**src/rtl/keypad_pkg.sv**
```systemverilog
// Shared types and constants for the 4x4 hex keypad scanner.
// Key map entry i sits at bits [4*i+3:4*i], with index i = {row, col}.
package keypad_pkg;

    typedef enum logic [1:0] {
        SCAN         = 2'd0,
        DEBOUNCE     = 2'd1,
        PRESSED      = 2'd2,
        RELEASE_WAIT = 2'd3
    } kp_state_e;

    localparam logic [3:0]  ROW_IDLE = 4'hF;

    // Rows 0..3 are 1 2 3 A / 4 5 6 B / 7 8 9 C / 0 F E D, written from entry 15 down to entry 0.
    localparam logic [63:0] KEY_MAP  = 64'hDEF0_C987_B654_A321;

endpackage

```
**src/rtl/keypad_key_decoder.sv**
```systemverilog
// Maps a captured row pattern and column index to a hex key code.
// valid_single_o is high only when exactly one row line is low.
module keypad_key_decoder
    import keypad_pkg::*;
(
    input  logic [3:0] row_cap_i,
    input  logic [1:0] col_idx_i,
    output logic       valid_single_o,
    output logic [3:0] code_o
);

    logic [1:0] row_idx;
    logic [5:0] map_base;

    always_comb begin
        valid_single_o = 1'b0;
        row_idx        = 2'd0;
        case (row_cap_i)
            4'b1110: begin valid_single_o = 1'b1; row_idx = 2'd0; end
            4'b1101: begin valid_single_o = 1'b1; row_idx = 2'd1; end
            4'b1011: begin valid_single_o = 1'b1; row_idx = 2'd2; end
            4'b0111: begin valid_single_o = 1'b1; row_idx = 2'd3; end
            default: begin valid_single_o = 1'b0; row_idx = 2'd0; end
        endcase
    end

    assign map_base = {row_idx, col_idx_i, 2'b00};
    assign code_o   = KEY_MAP[map_base +: 4];

endmodule

```
**src/rtl/keypad_scanner.sv**
```systemverilog
// 4x4 keypad scanner: row synchronizer, column dwell scan, press/release debounce.
// Build option KEYPAD_SHIFT_REG_EN adds the 16-bit DataOut digit-entry register.
module keypad_scanner
    import keypad_pkg::*;
#(
    parameter int ScanClockCycle       = 50000,
    parameter int ScanCounterWidth     = 16,
    parameter int DebounceCycles       = 500000,
    parameter int DebounceCounterWidth = 20
) (
    input  logic        Clk,
    input  logic        Reset,
    input  logic [3:0]  Row,
    output logic [3:0]  Col,
    output logic        KeyValid,
    output logic [3:0]  KeyCode,
    output logic        KeyHeld
`ifdef KEYPAD_SHIFT_REG_EN
    ,
    output logic [15:0] DataOut
`endif
);

    localparam logic [ScanCounterWidth-1:0]     SCAN_LAST = ScanCounterWidth'(ScanClockCycle - 1);
    localparam logic [DebounceCounterWidth-1:0] DEB_LAST  = DebounceCounterWidth'(DebounceCycles - 1);

    kp_state_e                       state_q;
    logic [3:0]                      row_meta_q;
    logic [3:0]                      row_sync_q;
    logic [3:0]                      row_cap_q;
    logic [1:0]                      col_idx_q;
    logic [ScanCounterWidth-1:0]     dwell_q;
    logic [DebounceCounterWidth-1:0] deb_q;
    logic                            key_valid_q;
    logic [3:0]                      key_code_q;
    logic                            key_held_q;
    logic                            dec_valid;
    logic [3:0]                      dec_code;
`ifdef KEYPAD_SHIFT_REG_EN
    logic [15:0]                     data_q;
`endif

    // Synchronizer resets to idle so no phantom press is seen right after reset.
    always_ff @(posedge Clk or negedge Reset) begin
        if (!Reset) begin
            row_meta_q <= ROW_IDLE;
            row_sync_q <= ROW_IDLE;
        end else begin
            row_meta_q <= Row;
            row_sync_q <= row_meta_q;
        end
    end

    keypad_key_decoder u_decoder (
        .row_cap_i      (row_cap_q),
        .col_idx_i      (col_idx_q),
        .valid_single_o (dec_valid),
        .code_o         (dec_code)
    );

    always_ff @(posedge Clk or negedge Reset) begin
        if (!Reset) begin
            state_q     <= SCAN;
            col_idx_q   <= 2'd0;
            dwell_q     <= '0;
            deb_q       <= '0;
            row_cap_q   <= ROW_IDLE;
            key_valid_q <= 1'b0;
            key_code_q  <= 4'h0;
            key_held_q  <= 1'b0;
`ifdef KEYPAD_SHIFT_REG_EN
            data_q      <= 16'h0000;
`endif
        end else begin
            key_valid_q <= 1'b0;
            case (state_q)
                SCAN: begin
                    if (dwell_q == SCAN_LAST) begin
                        dwell_q <= '0;
                        if (row_sync_q == ROW_IDLE) begin
                            col_idx_q <= col_idx_q + 2'd1;
                        end else begin
                            row_cap_q <= row_sync_q;
                            deb_q     <= '0;
                            state_q   <= DEBOUNCE;
                        end
                    end else begin
                        dwell_q <= dwell_q + ScanCounterWidth'(1);
                    end
                end
                DEBOUNCE: begin
                    if (row_sync_q != row_cap_q) begin
                        dwell_q <= '0;
                        state_q <= SCAN;
                    end else if (deb_q == DEB_LAST) begin
                        deb_q <= '0;
                        if (dec_valid) begin
                            state_q     <= PRESSED;
                            key_valid_q <= 1'b1;
                            key_code_q  <= dec_code;
`ifdef KEYPAD_SHIFT_REG_EN
                            data_q      <= {data_q[11:0], dec_code};
`endif
                        end else begin
                            // Ghosting / multi-key: wait out the release silently.
                            state_q    <= RELEASE_WAIT;
                            key_held_q <= 1'b1;
                        end
                    end else begin
                        deb_q <= deb_q + DebounceCounterWidth'(1);
                    end
                end
                PRESSED: begin
                    deb_q      <= '0;
                    key_held_q <= 1'b1;
                    state_q    <= RELEASE_WAIT;
                end
                RELEASE_WAIT: begin
                    if (row_sync_q != ROW_IDLE) begin
                        deb_q <= '0;
                    end else if (deb_q == DEB_LAST) begin
                        deb_q      <= '0;
                        dwell_q    <= '0;
                        col_idx_q  <= col_idx_q + 2'd1;
                        key_held_q <= 1'b0;
                        state_q    <= SCAN;
                    end else begin
                        deb_q <= deb_q + DebounceCounterWidth'(1);
                    end
                end
                default: state_q <= SCAN;
            endcase
        end
    end

    assign Col      = ~(4'b0001 << col_idx_q);
    assign KeyValid = key_valid_q;
    assign KeyCode  = key_code_q;
    assign KeyHeld  = key_held_q;
`ifdef KEYPAD_SHIFT_REG_EN
    assign DataOut  = data_q;
`endif

endmodule
```
**config.mk**
```make
export PLATFORM = sky130hd
export DESIGN_NAME = keypad_scanner
export DESIGN_NICKNAME = d
export VERILOG_FILES = /design/src/rtl/keypad_pkg.sv /design/src/rtl/keypad_key_decoder.sv /design/src/rtl/keypad_scanner.sv
export SDC_FILE = /design/constraint.sdc
export NUM_CORES = 1
export LEC_CHECK = 0
export BUFFER_PORTS_ARGS = -buffer_cell sky130_fd_sc_hd__buf_2
export CAP_MARGIN = 40
export CORE_MARGIN = 5
export CORE_UTILIZATION = 35
export CTS_CLUSTER_DIAMETER = 80
export DETAILED_ROUTE_END_ITERATION = 8
export PLACE_DENSITY = 0.56
export SYNTH_ARGS = -nofsm -noshare
export SYNTH_HDL_FRONTEND = slang
export SYNTH_SLANG_ARGS = --single-unit
export TNS_END_PERCENT = 50
```
**constraint.sdc**
```tcl
create_clock -name Clk -period 4.6 [get_ports Clk]
set_input_delay 0.46 -clock Clk [delete_from_list [all_inputs] [get_ports Clk]]
set_output_delay 0.46 -clock Clk [all_outputs]
set_load 0.05 [all_outputs]
```
* After elaboration in Yosys (flattened, before gate mapping) *
Cells that the tools add are included.

storage, ports and cells
  register bits = 58
  input port bits = 6
  output and inout port bits = 10
  word-level logic and storage cells = 88

cells by class
  $add $sub $neg = 3
  equality and inequality tests = 22
  shift-type cells = 2
  multiplexer cells = 36
  bitwise logic cells = 3
  reduce and logical (&&, ||, !) cells = 12

operator list
  operator                                                   number
  two-way mux 20 bit                                         5
  case mux 20 bit (4 select lines)                           1
  two-way mux 16 bit                                         4
  indexed part select 64 x 7 -> 4 bit, first input constant  1
  case mux 16 bit (3 select lines)                           1
  adder 20 x 1 -> 20 bit, second input constant              1
  equality test 20 x 19 -> 1 bit, second input constant      1
  two-way mux 2 bit                                          10
  inequality test 2 bit, second input constant               9
  adder 16 x 1 -> 16 bit, second input constant              1
  equality test 16 bit, second input constant                1
  equality test 4 bit, second input constant                 4
  two-way mux 1 bit                                          11
  AND reduction 5 bit                                        2
  case mux 2 bit (4 select lines)                            1
  AND reduction 4 bit                                        2
  case mux 2 bit (3 select lines)                            1
  AND reduction 3 bit                                        2
  AND reduction 6 bit                                        1
  nonzero test 3 bit                                         2
  equality test 2 bit, second input constant                 2
  equality test 4 x 3 -> 1 bit, second input constant        1
  inequality test 4 bit                                      1
  inequality test 4 bit, second input constant               1
  11 further kinds                                           12

* Logic depth before layout (Yosys ltp) *
  depth after elaboration = 7
  depth in mapped cells = 8

* By module *
Synthesis repeated with hierarchy kept, for this count alone.

second synthesis, totals
  cell total of the unflattened synthesis = 360
  area total of the unflattened synthesis = 3503.4 um^2

by module, submodules not included
  module              times used  cells each  area an instance (um^2)  sequential area each (um^2)
  keypad_scanner      1           322         3211.8                   1466.4
  keypad_key_decoder  1           38          291.5                    0.0

* Worst setup path after synthesis *
OpenSTA, ideal clock, no wires.

  path type = register to register
  from = register deb_q[12]
  to = register key_code_q[0], in the netlist KeyCode[0]
  setup time = 0.125 ns
  arrival time = 2.311 ns
  setup slack = 2.164 ns
  stages on the path, launching flop included = 6
  buffers on the path = 0
  path through = dfrtp_1 or4b_2 nor4_1 nand2_1 nor4b_4 mux2_2

on the way
  word-level cells in the longest chain between the ends = 2

ends and longest elaborated chain
  element                         line                   source
  start, declared                 keypad_scanner.sv:33   logic [DebounceCounterWidth-1:0] deb_q;
  start signal, assigned          keypad_scanner.sv:110  deb_q <= deb_q + DebounceCounterWidth'(1);
  start signal, assigned          keypad_scanner.sv:128  deb_q <= deb_q + DebounceCounterWidth'(1);
  equality test 20 x 19 -> 1 bit  keypad_scanner.sv:95   end else if (deb_q == DEB_LAST) begin
  AND reduction 4 bit (no line)   -
  end signal, assigned            keypad_scanner.sv:100  key_code_q <= dec_code;
  end, declared                   keypad_scanner.sv:35   logic [3:0] key_code_q;

No other way between the ends.
A chain may end at the register's enable or synchronous reset.

* Worst setup path after layout *
  from = register deb_q[12]
  to = register col_idx_q[1]

on the way
  word-level cells in the longest chain between the ends = 3

ends and longest elaborated chain
  element                          line                   source
  equality test 20 x 19 -> 1 bit   keypad_scanner.sv:121  end else if (deb_q == DEB_LAST) begin
  inequality test 2 bit (no line)  -
  AND reduction 5 bit (no line)    -
  end signal, assigned             keypad_scanner.sv:81   col_idx_q <= col_idx_q + 2'd1;
  end signal, assigned             keypad_scanner.sv:124  col_idx_q <= col_idx_q + 2'd1;
  end, declared                    keypad_scanner.sv:31   logic [1:0] col_idx_q;

No other way between the ends.

==> results.ini <==
[job]
drv_cap=0

[final_layout]
nets=375
final_cell_mix=dfrtp_1 (46), nand3_1 (28), nand2_1 (24), a21oi_1 (22), inv_1 (19)
mostFrequentLayoutCell=dfrtp_1
drive_gt1_frac=0.180
antenna_cells=0
area_growth_pct=12.7
final_cell_area_sq_mm=0.00377
finalNonFillerCells=495

[placement]
post_dp_cell_area_sq_mm=0.00355
portBuffers=15
gp_congestion=0.811
dpl_worst_slack_ps=1740
dp_cells=479
hpwl_um=5080

[global_routing]
antenna_found_initial=0
grt_max_degree=59
grt_pass1_wl_um=13000
grt_pass1_vias=2644
grt.overflow.total=0
grt_use_total=0.138

[route]
wl_um=7490
wl_per_cell_um=15.1
drcViolationCount=0
drtAntennaViolNets=0
via_per_inst=5.55
drt_first_iter_violations=204
vias=2745
detail_route.first_pass.iterations=4

[setup_path]
crit_path_start_kind=register
critical_path_class=register to register
crit_arrival_ps=3160
crit_fanout=6
required_ps=4820
end_kind=register

[clocking]
cts_buffers=9
clock_latency_ps=350
cts_tree=yes
cts_buffer_depth=2
cts_setup_buffers=0
clkTransAtPathRegs_ps=70
hold_buffers=0
ctsResizeCount=0
clock_sinks=58
root_buffer=clkbuf_8
cts_max_level=3

[die]
die_w_um=108
dieArea_sq_mm=0.0116
rows=35
core_sq_mm=0.00928
start_util=0.361
io_pins=16
die_height_um=108

[synthesis]
ys.flop_type=dfrtp_1
mappedNetlistArea_sq_mm=0.00335
yosysWarnings=0
synth.distinct_cells=50
syn_nets=361
ys_ff_latch=58
synth-seq-area-share=0.438
async_flop_share=1.00
synth_edf_count=0
netlist_instances=347
synth.avg_cell_area_sq_um=9.65

[status]
status=complete, no violations

[pwr]
p_leak_nw=1.52
worst_ir_drop_vdd_v=0.000231
powerDensity_mw_per_mm2=283

[sta]
maxSlewViolCount=0
hold_violations=0
tightest_slew_ps=748
setup_viol=0
min_period_over_period=0.638
min_period_ps=2940
max_freq_mhz=340
finalSetupTns_ps=0
slew_headroom=0.501
layout_setup_ws_ps=1660
rsz0062_at_grt=false
clock_skew_ps=12.2

[min_path]
hp-class=primary input to register

## kinds of logic (layout without fill, tap and decap cells)
| kind of cell | Yosys count | in the layout | synth area share |
|---|---|---|---|
| compound gates | 80 | 80 | 0.154 |
| buf+inv | 35 | 54 | 0.0426 |
| flops | 58 | 58 | 0.438 |
| fa+ha+maj | 8 | 8 | 0.0299 |
| mux | 22 | 22 | 0.0725 |
| xor+xnor | 7 | 7 | 0.0183 |
| simple gates | 137 | 137 | 0.245 |
## worst max-delay path: stages, from the launching register on
cell	delay, ps
dfrtp_1	430
or4b_2	680
nor4_1	560
nand3_1	180
o32ai_1	570
mux2_2	400
## synth_stat cells (3+ instances only)
| master | number | share of area |
|---|---|---|
| dfrtp_1 | 46 | 0.34 |
| nand3_1 | 28 | 0.042 |
| nand2_1 | 24 | 0.027 |
| a21oi_1 | 22 | 0.033 |
| inv_1 | 19 | 0.021 |
| nor2_1 | 14 | 0.016 |
| mux2i_1 | 13 | 0.039 |
| o31ai_1 | 13 | 0.029 |
| clkbuf_1 | 12 | 0.013 |
| dfstp_2 | 12 | 0.094 |
| o21ai_0 | 12 | 0.018 |
| or4_1 | 12 | 0.027 |
| nand4_1 | 10 | 0.019 |
| and3_1 | 8 | 0.015 |
| ha_1 | 8 | 0.030 |
| mux2_2 | 8 | 0.027 |
| nor3_1 | 7 | 0.010 |
| a22oi_1 | 6 | 0.013 |
| a31oi_1 | 6 | 0.011 |
| a211oi_1 | 5 | 0.011 |
| nor4_1 | 5 | 0.0093 |
| xor2_1 | 5 | 0.013 |
| a2bb2oi_1 | 4 | 0.010 |
| nand2b_1 | 4 | 0.0075 |
| o22ai_1 | 4 | 0.0075 |
| or3_1 | 4 | 0.0075 |
| buf_2 | 3 | 0.0045 |
| nor4b_1 | 3 | 0.0078 |
## state kept, by name, summed over array words and instances (netlist names), named ones only
signal	flops
row_meta_q	4
KeyValid	1
row_sync_q	4
KeyCode	4
deb_q	20
KeyHeld	1
dwell_q	16
col_idx_q	2
row_cap_q	4
state_q	1
## worst paths after layout
kind / from / end / slack [ps] / cells past startpoint
setup reg to reg: deb_q[12] / col_idx_q[1] / 1660 / 5
setup / recovery: deb_q[12] / col_idx_q[1] / 1660 / 5
max in group asynchronous: Reset / dwell_q[3] / 3840 / 2
hold reg to reg: row_meta_q[0] / row_sync_q[0] / 360 / 0
min in group asynchronous: Reset / dwell_q[12] / 260 / 2
hold / removal: Row[0] / row_meta_q[0] / 210 / 1
## area by class of cell
cell class	instances	area (sq um)
clock inverter	7	101
sequential	58	1470
inverter	19	71.3
fill	936	5510
timing repair buffer	19	105
multi-input combinational	254	1740
tap	129	161
clock buffer	9	124
## metrics by stage
| step | hold WS, ps | power, mW | util |
|---|---|---|---|
| 2_1_floorplan | 164 | 0.530 | - |
| 3_3_place_gp | 346 | 0.544 | 0.381 |
| 5_1_grt | 183 | 1.11 | 0.406 |
| 6_report | 207 | 1.07 | 0.406 |
| 3_5_place_dp | 347 | 0.545 | 0.382 |
| 4_1_cts | 185 | 1.09 | 0.406 |
## power by group
part	internal (mW)	switching (mW)	total (mW)
clock network	0.309	0.226	0.535
logic	0.00319	0.0118	0.0150
registers	0.516	0.00246	0.519
total	0.829	0.240	1.07
## per-layer routing
metal	vias to the layer above	global-route usage	wire [um]
met2	54	0.216	3410
met4	0	0.0298	78
met1	1339	0.190	3690
met5	-	0	0
li1	1344	-	-
met3	8	0.0396	314
Power figures use the tool's default switching activity.
